$ cat config.mk
export PLATFORM = sky130hd
export DESIGN_NAME = jtag_mem_bridge
export DESIGN_NICKNAME = d
export VERILOG_FILES = /design/src/rtl/jtag_mem_bridge.sv
export SDC_FILE = /design/constraint.sdc
export NUM_CORES = 1
export LEC_CHECK = 0
export CAP_MARGIN = 10
export CORE_MARGIN = 3
export CORE_UTILIZATION = 58
export DETAILED_ROUTE_END_ITERATION = 10
export GPL_TIMING_DRIVEN = 0
export PLACE_DENSITY_LB_ADDON = 0.25
export SYNTH_ARGS = -nofsm -noshare
export SYNTH_HDL_FRONTEND = slang
export SYNTH_SLANG_ARGS = --single-unit
$ cat constraint.sdc
create_clock -name TCK -period 4.22 [get_ports TCK]
set_clock_uncertainty 0.15 [all_clocks]
set_input_delay 0.422 -clock TCK [delete_from_list [all_inputs] [get_ports TCK]]
set_output_delay 0.422 -clock TCK [all_outputs]
set_load 0.005 [all_outputs]
$ cat src/rtl/jtag_mem_bridge.sv
// Single-chain JTAG-to-memory bridge: one USER DR carries opcode/address/data,
// drives a synchronous memory port in the TCK domain with optional auto-increment.
module jtag_mem_bridge #(
  parameter int DATA_WIDTH   = 64,
  parameter int ADDR_WIDTH   = 32,
  parameter int READ_LATENCY = 1,
  parameter int AUTO_INC     = 1
) (
  input  logic                  TCK,
  input  logic                  RESET,
  input  logic                  SEL,
  input  logic                  CAPTURE,
  input  logic                  SHIFT,
  input  logic                  UPDATE,
  input  logic                  TDI,
  output logic                  TDO,
  output logic                  WREN,
  output logic                  RDEN,
  output logic [ADDR_WIDTH-1:0] ADDR,
  output logic [DATA_WIDTH-1:0] TO_MEM,
  input  logic [DATA_WIDTH-1:0] FROM_MEM,
  output logic                  BUSY,
  output logic                  ERR
);

  localparam int DR_W = 2 + ADDR_WIDTH + DATA_WIDTH;

  localparam logic [1:0] ST_IDLE    = 2'd0;
  localparam logic [1:0] ST_WR      = 2'd1;
  localparam logic [1:0] ST_RD_WAIT = 2'd2;

  localparam logic [1:0] OP_NOP     = 2'b00;
  localparam logic [1:0] OP_SETADDR = 2'b01;
  localparam logic [1:0] OP_WRITE   = 2'b10;
  localparam logic [1:0] OP_READ    = 2'b11;

  localparam logic [ADDR_WIDTH-1:0] ADDR_STEP = (AUTO_INC != 0) ? ADDR_WIDTH'(1) : '0;
  localparam logic [3:0]            LAT_LAST  = 4'(READ_LATENCY);

  logic [DR_W-1:0]       sr_reg;
  logic [1:0]            state_reg;
  logic [ADDR_WIDTH-1:0] addr_reg;
  logic [DATA_WIDTH-1:0] to_mem_reg;
  logic [DATA_WIDTH-1:0] rdata_reg;
  logic                  wren_reg;
  logic                  rden_reg;
  logic                  err_reg;
  logic [3:0]            lat_cnt_reg;

  logic [1:0]            sr_op;
  logic [ADDR_WIDTH-1:0] sr_addr;
  logic [DATA_WIDTH-1:0] sr_data;
  logic                  busy;
  logic                  do_capture;
  logic                  do_shift;
  logic                  do_update;

  assign sr_op      = sr_reg[DR_W-1 -: 2];
  assign sr_addr    = sr_reg[DATA_WIDTH +: ADDR_WIDTH];
  assign sr_data    = sr_reg[DATA_WIDTH-1:0];
  assign busy       = (state_reg != ST_IDLE);
  assign do_capture = SEL & CAPTURE;
  assign do_shift   = SEL & SHIFT;
  assign do_update  = SEL & UPDATE;

  // Status sits in the top two bits so it leaves the chain last.
  always_ff @(posedge TCK) begin
    if (RESET) begin
      sr_reg <= '0;
    end else if (do_capture) begin
      sr_reg <= {err_reg, busy, addr_reg, rdata_reg};
    end else if (do_shift) begin
      sr_reg <= {TDI, sr_reg[DR_W-1:1]};
    end
  end

  always_ff @(posedge TCK) begin
    if (RESET) begin
      state_reg   <= ST_IDLE;
      addr_reg    <= '0;
      to_mem_reg  <= '0;
      rdata_reg   <= '0;
      wren_reg    <= 1'b0;
      rden_reg    <= 1'b0;
      err_reg     <= 1'b0;
      lat_cnt_reg <= '0;
    end else begin
      wren_reg <= 1'b0;
      rden_reg <= 1'b0;
      if (do_capture) err_reg <= 1'b0;

      case (state_reg)
        ST_IDLE: begin
          if (do_update) begin
            case (sr_op)
              OP_SETADDR: addr_reg <= sr_addr;
              OP_WRITE: begin
                to_mem_reg <= sr_data;
                wren_reg   <= 1'b1;
                state_reg  <= ST_WR;
              end
              OP_READ: begin
                rden_reg    <= 1'b1;
                lat_cnt_reg <= '0;
                state_reg   <= ST_RD_WAIT;
              end
              default: ;
            endcase
          end
        end
        ST_WR: begin
          addr_reg  <= addr_reg + ADDR_STEP;
          state_reg <= ST_IDLE;
        end
        ST_RD_WAIT: begin
          // Count starts in the RDEN cycle, so FROM_MEM is sampled READ_LATENCY cycles later.
          if (lat_cnt_reg == LAT_LAST) begin
            rdata_reg <= FROM_MEM;
            addr_reg  <= addr_reg + ADDR_STEP;
            state_reg <= ST_IDLE;
          end else begin
            lat_cnt_reg <= lat_cnt_reg + 4'd1;
          end
        end
        default: state_reg <= ST_IDLE;
      endcase

      // A command arriving mid-access is dropped; the error wins over a capture clear.
      if (do_update && busy) err_reg <= 1'b1;
    end
  end

  assign TDO    = sr_reg[0];
  assign WREN   = wren_reg;
  assign RDEN   = rden_reg;
  assign ADDR   = addr_reg;
  assign TO_MEM = to_mem_reg;
  assign BUSY   = busy;
  assign ERR    = err_reg;

endmodule

==> results of run 1 <==
critical path: cells and delay by family (launching register included):
family,cells,cell delay [ps]
fa+ha+maj,1,340
flops,1,510
simple gates,4,1800
compound gates,1,100
synth_stat cells, types with 2 or more instances:
master,count,area [um2]
nand2_1,387,1453
dfxtp_1,267,5345
a21oi_1,254,1271
o21ai_0,217,1086
nor2_1,127,476.7
clkbuf_1,121,454.2
nand3_1,25,125.1
nor3_1,19,95.09
inv_1,14,52.55
nand4_1,12,75.07
o22ai_1,8,50.05
a211oi_1,7,52.55
a31oi_1,6,37.54
and3_1,6,37.54
buf_1,6,22.52
buf_2,5,25.02
ha_1,5,62.56
mux2i_1,5,50.05
or4_1,5,37.54
a21o_1,4,30.03
nor2b_1,4,25.02
nor4_1,4,25.02
or2_2,4,25.02
a22oi_1,3,22.52
a32oi_1,3,26.28
nand4b_1,3,26.28
o32ai_1,3,26.28
or3_1,3,18.77
a221o_1,2,20.02
a311oi_1,2,17.52
a41oi_1,2,17.52
and2_1,2,12.51
nor3b_1,2,15.01
o211ai_1,2,15.01
o21a_1,2,15.01
xor2_1,2,17.52
cell families after synthesis:
logic type | after synthesis | share of synthesized area
buf+inv | 146 | 0.04894
simple gates | 610 | 0.2224
mux | 6 | 0.005414
fa+ha+maj | 5 | 0.005524
xor+xnor | 2 | 0.001547
flops | 267 | 0.4720
compound gates | 524 | 0.2442
power groups by stage:
stage	combinational [uW]	sequential [uW]	clock, uW
detailed placement	492	2730	0
global placement	479	2730	0
floorplan	289	2710	0
global route	558	2690	2420
finish	508	2680	2310
CTS	497	2680	2320
per-stage QoR:
step	cell area (um2)	hold WS (ps)
final	14190	271.4
after global routing	14190	274.6
after CTS	14190	267.9
after detailed placement	13340	294.4
after global placement	13340	288.5
after floorplan	11320	283.2
per-layer routing:
| metal | up-vias | share of wire | GRT usage |
|---|---|---|---|
| met5 | - | 0 | 0 |
| met4 | 0 | 0.049 | 0.1519 |
| met3 | 137 | 0.094 | 0.05575 |
| met2 | 678 | 0.47 | 0.5050 |
| met1 | 5596 | 0.39 | 0.3948 |
| li1 | 5707 | - | - |
how the worst max path moves through the flow:
stage,startpoint,to,slack (ps)
3_5_place_dp,RESET,rdata_reg[58],1230
2_1_floorplan,ADDR[0],ADDR[26],1820
4_1_cts,ADDR[0],ADDR[28],1400
6_report,ADDR[0],ADDR[28],1250
5_1_grt,ADDR[0],ADDR[28],1180
3_3_place_gp,RESET,TO_MEM[1],1300
area by class of cell:
type / instances / area [um2] / share of cell area
multi-input combinational: 1147 / 5425 / 0.3823
sequential: 267 / 5345 / 0.3767
timing repair buffer: 169 / 1692 / 0.1192
clock buffer: 38 / 757.0 / 0.05334
buffer: 132 / 501.7 / 0.03536
tap: 260 / 325.3 / 0.02292
clock inverter: 10 / 92.59 / 0.006524
inverter: 14 / 52.55 / 0.003703
==> impl_metrics.json, run 1 <==
{
  "status": "complete, no violations",
  "cts_hold_buf": 0,
  "die_width_um": 145.7,
  "internal-power_uw": 4124,
  "hold_path.startpoint": "FROM_MEM[11]",
  "place_congestion": 0.9763,
  "portBuffers": 169,
  "min-delay-path-class": "in2reg",
  "synth_enable_flop_cells": 0,
  "fmax_mhz": 336.4,
  "fin_cells": 2037,
  "io_pins": 172,
  "mostFrequentLayoutCells": "nand2_1 (387), dfxtp_1 (267), a21oi_1 (254)",
  "slowest_delay_ps": 870,
  "finalPower_uw": 5502,
  "cts_made_buffers": 27,
  "ant_nets": 0,
  "rr_worst_depth": 6,
  "drc": 0,
  "firstDrtPassIters": 8,
  "clock-sinks": 267,
  "grtUsageTotal": 0.3087,
  "power_frac_clock": 0.420,
  "avgViaCountPerCell": 5.949,
  "die_y_um": 145.7,
  "cp_max_fo": 7,
  "synth_nets": 1636,
  "grt_max_degree": 15,
  "yosys_warnings": 0,
  "tightest_slew_ps": 943.9,
  "cts_max_level": 1,
  "relSlewSlack": 0.3684,
  "p_comb_frac": 0.092,
  "largest_reg_flops": 98,
  "grt_pass1_wl_um": 55690,
  "critical_path_class": "reg2reg",
  "nets": 1834,
  "grt_pass1_vias": 11410,
  "syn2layout_area_growth_pct": 25.31,
  "wl_per_cell_um": 17.06,
  "avgSynthCellArea_um2": 7.259,
  "antenna_found_initial": 0,
  "dr.first_iter.drc_count": 1189,
  "cts_tree": "built",
  "gr-total-overflow": 0,
  "cts_root_buf": "clkbuf_16",
  "setup_ws_ps": 1248,
  "hpwl_um": 24120,
  "critPathLaunchType": "flip-flop",
  "switching_share": 0.2505,
  "synthArstFlopShare": 0,
  "slew_violations": 0,
  "cp_slowest_cell": "nor4_2",
  "via_count": 12120,
  "cp-end-kind": "flip-flop",
  "antenna_cells": 0,
  "layout_commonest_cell": "nand2_1",
  "clk_pin_slew_worst_paths_ps": 70,
  "rows": 50,
  "syn-cell-area_um2": 11320,
  "dp.cells": 1989,
  "yosys_register_bits": 267,
  "min_path_cells": 3,
  "p_leak_uw": 0.004867,
  "cp_cell_sequence": "ha_1 > nand4_2 > nor4_2 > nand4_1 > or4_1 > o211ai_1",
  "crit_arrival_ps": 3290,
  "initial_core_util": 0.5974,
  "dp_slack_ps": 1229,
  "synth.distinct_cells": 53,
  "switchingPower_uw": 1379,
  "p_per_area_nw_per_um2": 387.7,
  "die_area_um2": 21240,
  "fillers": 1473,
  "clock_latency_ps": 540,
  "fin_util": 0.7486,
  "rsz0062_at_grt": "no",
  "maxCapViolations": 0,
  "hold_end": "rdata_reg[11]",
  "period_minus_slack_ps": 2972,
  "r2r_slack_ps": 1250,
  "cts_resized": 0,
  "hold_viol_final": 0,
  "post_cts_buffers": 0,
  "netlist_instances": 1560,
  "core-area_um2": 18960,
  "ys.flop_type": "dfxtp_1",
  "crit_required_ps": 4540,
  "totalWireLength_um": 34740,
  "ys_seq_area_frac": 0.4720,
  "drive_gt1_frac": 0.03264,
  "finalSetupTns_ps": 0,
  "share_seq_of_total_power": 0.488,
  "clock_path_buffers": 3,
  "setup_viol": 0,
  "worstReg2RegEnd": "ADDR[28]",
  "peakVddDrop_mv": 0.3443,
  "timing.final.crit_share": 0.7043,
  "timing.rr.start": "ADDR[0]"
}
No activity file was read; power rests on OpenSTA's default activity.
==> inputs of run 2 (changes only) <==
--- a/config.mk
+++ b/config.mk
@@ -7,7 +7,7 @@
 export LEC_CHECK = 0
 export CAP_MARGIN = 10
 export CORE_MARGIN = 3
-export CORE_UTILIZATION = 58
+export CORE_UTILIZATION = 54
 export DETAILED_ROUTE_END_ITERATION = 10
 export GPL_TIMING_DRIVEN = 0
 export PLACE_DENSITY_LB_ADDON = 0.25
==> constraint.sdc (replaced) <==
create_clock -name TCK -period 3.02 [get_ports TCK]
set_clock_uncertainty 0.15 [all_clocks]
set_input_delay 0.302 -clock TCK [delete_from_list [all_inputs] [get_ports TCK]]
set_output_delay 0.302 -clock TCK [all_outputs]
set_load 0.005 [all_outputs]
==> run 2 against run 1 <==
Net effect: sequential share of layout area fell by 0.18 points; power is 42% higher; sequential power is 40% higher; flip-flop and latch count is the same; combinational power grew 40%; critical endpoint is now ADDR[14]; largest cell class unchanged; largest power group unchanged.
==> impl_metrics.json, run 2 (synthesis results as in run 1) <==
{
  "mostFrequentLayoutCells": "nand2_1 (387), dfxtp_1 (267), a21oi_1 (254)",
  "ant_nets": 0,
  "antenna_found_initial": 0,
  "cp_max_fo": 10,
  "rr_worst_depth": 7,
  "timing.final.crit_share": 0.9639,
  "p_leak_uw": 0.004902,
  "dr.first_iter.drc_count": 983,
  "avgViaCountPerCell": 5.785,
  "maxCapViolations": 0,
  "finalSetupTns_ps": 0,
  "critPathLaunchType": "flip-flop",
  "worst_hold_slack_ps": 160.2,
  "clock-sinks": 267,
  "tightest_slew_ps": 887.1,
  "via_count": 11850,
  "place_congestion": 0.9465,
  "die_area_um2": 22750,
  "fin_util": 0.6979,
  "hpwl_um": 24160,
  "cts_root_buf": "clkbuf_16",
  "grtUsageTotal": 0.3008,
  "die_y_um": 150.8,
  "drive_gt1_frac": 0.03431,
  "cp_common_cell": "buf_2",
  "initial_core_util": 0.5543,
  "cts_max_level": 1,
  "antenna_cells": 0,
  "drc": 0,
  "grt_pass1_vias": 11210,
  "cp_slowest_cell": "a221oi_2",
  "crit_arrival_ps": 3200,
  "period_minus_slack_ps": 2911,
  "cp-end-kind": "flip-flop",
  "nets": 1834,
  "clock_latency_ps": 540,
  "clk_pin_slew_worst_paths_ps": 60,
  "fmax_mhz": 343.5,
  "r2r_slack_ps": 110,
  "grt_pass1_wl_um": 55920,
  "cts_made_buffers": 27,
  "firstDrtPassIters": 5,
  "slew_violations": 0,
  "slowest_delay_ps": 610,
  "peakVddDrop_mv": 0.4935,
  "hold_viol_final": 0,
  "crit_required_ps": 3310,
  "setup_ws_ps": 109.1,
  "core-area_um2": 20430,
  "cts_tree": "built",
  "syn2layout_area_growth_pct": 25.90,
  "die_width_um": 150.8,
  "critical_path_class": "reg2reg",
  "dp.cells": 1999,
  "layout_commonest_cell": "nand2_1",
  "largest_reg_flops": 98,
  "totalWireLength_um": 35210,
  "fin_cells": 2048,
  "portBuffers": 169,
  "min-delay-path-class": "in2reg",
  "rsz0062_at_grt": "no",
  "dp_slack_ps": -124.6,
  "cp_cell_sequence": "ha_1 > or3b_1 > a221oi_2 > buf_2 > buf_2 > a21oi_1 > nor3_1",
  "p_per_area_nw_per_um2": 548.8,
  "min_path_cells": 3,
  "grt_max_degree": 14,
  "wl_per_cell_um": 17.19,
  "relSlewSlack": 0.4086,
  "gr-total-overflow": 0,
  "clock_path_buffers": 3,
  "fillers": 1728,
  "status": "complete, no violations",
  "rows": 52,
  "setup_viol": 0,
  "io_pins": 172
}
[run 2: changes by cell type in the layout (fill, tap and decap cells not counted), sizes merged]
cell,before,now
clkbuf,159,163
clkinv,7,4
[run 2: report_power, final]
group          total [uW]  internal (uW)  switching, uW
sequential           3750           3640            109
combinational         713            286            427
clock                3360           1950           1410
total                7820           5880           1950
[run 2: worst max-delay path: cells and delay by family, from the launching register on]
family	cells	cell delay (ps)
AO/OA/AOI/OAI	2	710
adder cells (fa/ha/maj)	1	190
buffers and inverters	2	690
flip-flops	1	410
AND/OR/NAND/NOR	2	640
[run 2: per-layer routing]
layer  GRT usage  share of wire  up-vias
met4      0.1043          0.032        0
met2      0.5059           0.47      574
met3     0.05416          0.088       91
li1            -              -     5708
met5           0              0        -
met1      0.3907           0.41     5475
[run 2: what timing repair did]
action	4_1_cts	5_1_grt
hold buffers	0	0
hold endpoints to repair	0	0
buffers inserted	0	0
gates resized for setup	1	1
setup endpoints to repair	10	1
[run 2: final timing paths]
check | endpoint | startpoint
worst max-delay path | ADDR[14] | lat_cnt_reg[0]
worst min-delay path | rdata_reg[21] | FROM_MEM[21]
worst max register to register | ADDR[14] | lat_cnt_reg[0]
worst min register to register | TO_MEM[46] | TO_MEM[46]
[run 2: layout make-up]
class | count | area, um2 | area share
clock inverters | 7 | 66.31 | 0.004651
plain buffers | 132 | 501.7 | 0.03519
well taps | 270 | 337.8 | 0.02369
inverters | 14 | 52.55 | 0.003686
multi-input cells | 1147 | 5440 | 0.3816
repair buffers | 169 | 1692 | 0.1186
flip-flops and latches | 267 | 5345 | 0.3749
clock buffers | 42 | 822.0 | 0.05766
[run 2: metrics by stage]
stage               area, um2  total power, uW
floorplan               11320             4192
global placement        13350             4493
detailed placement      13350             4512
CTS                     14250             7807
global route            14260             8048
finish                  14260             7824
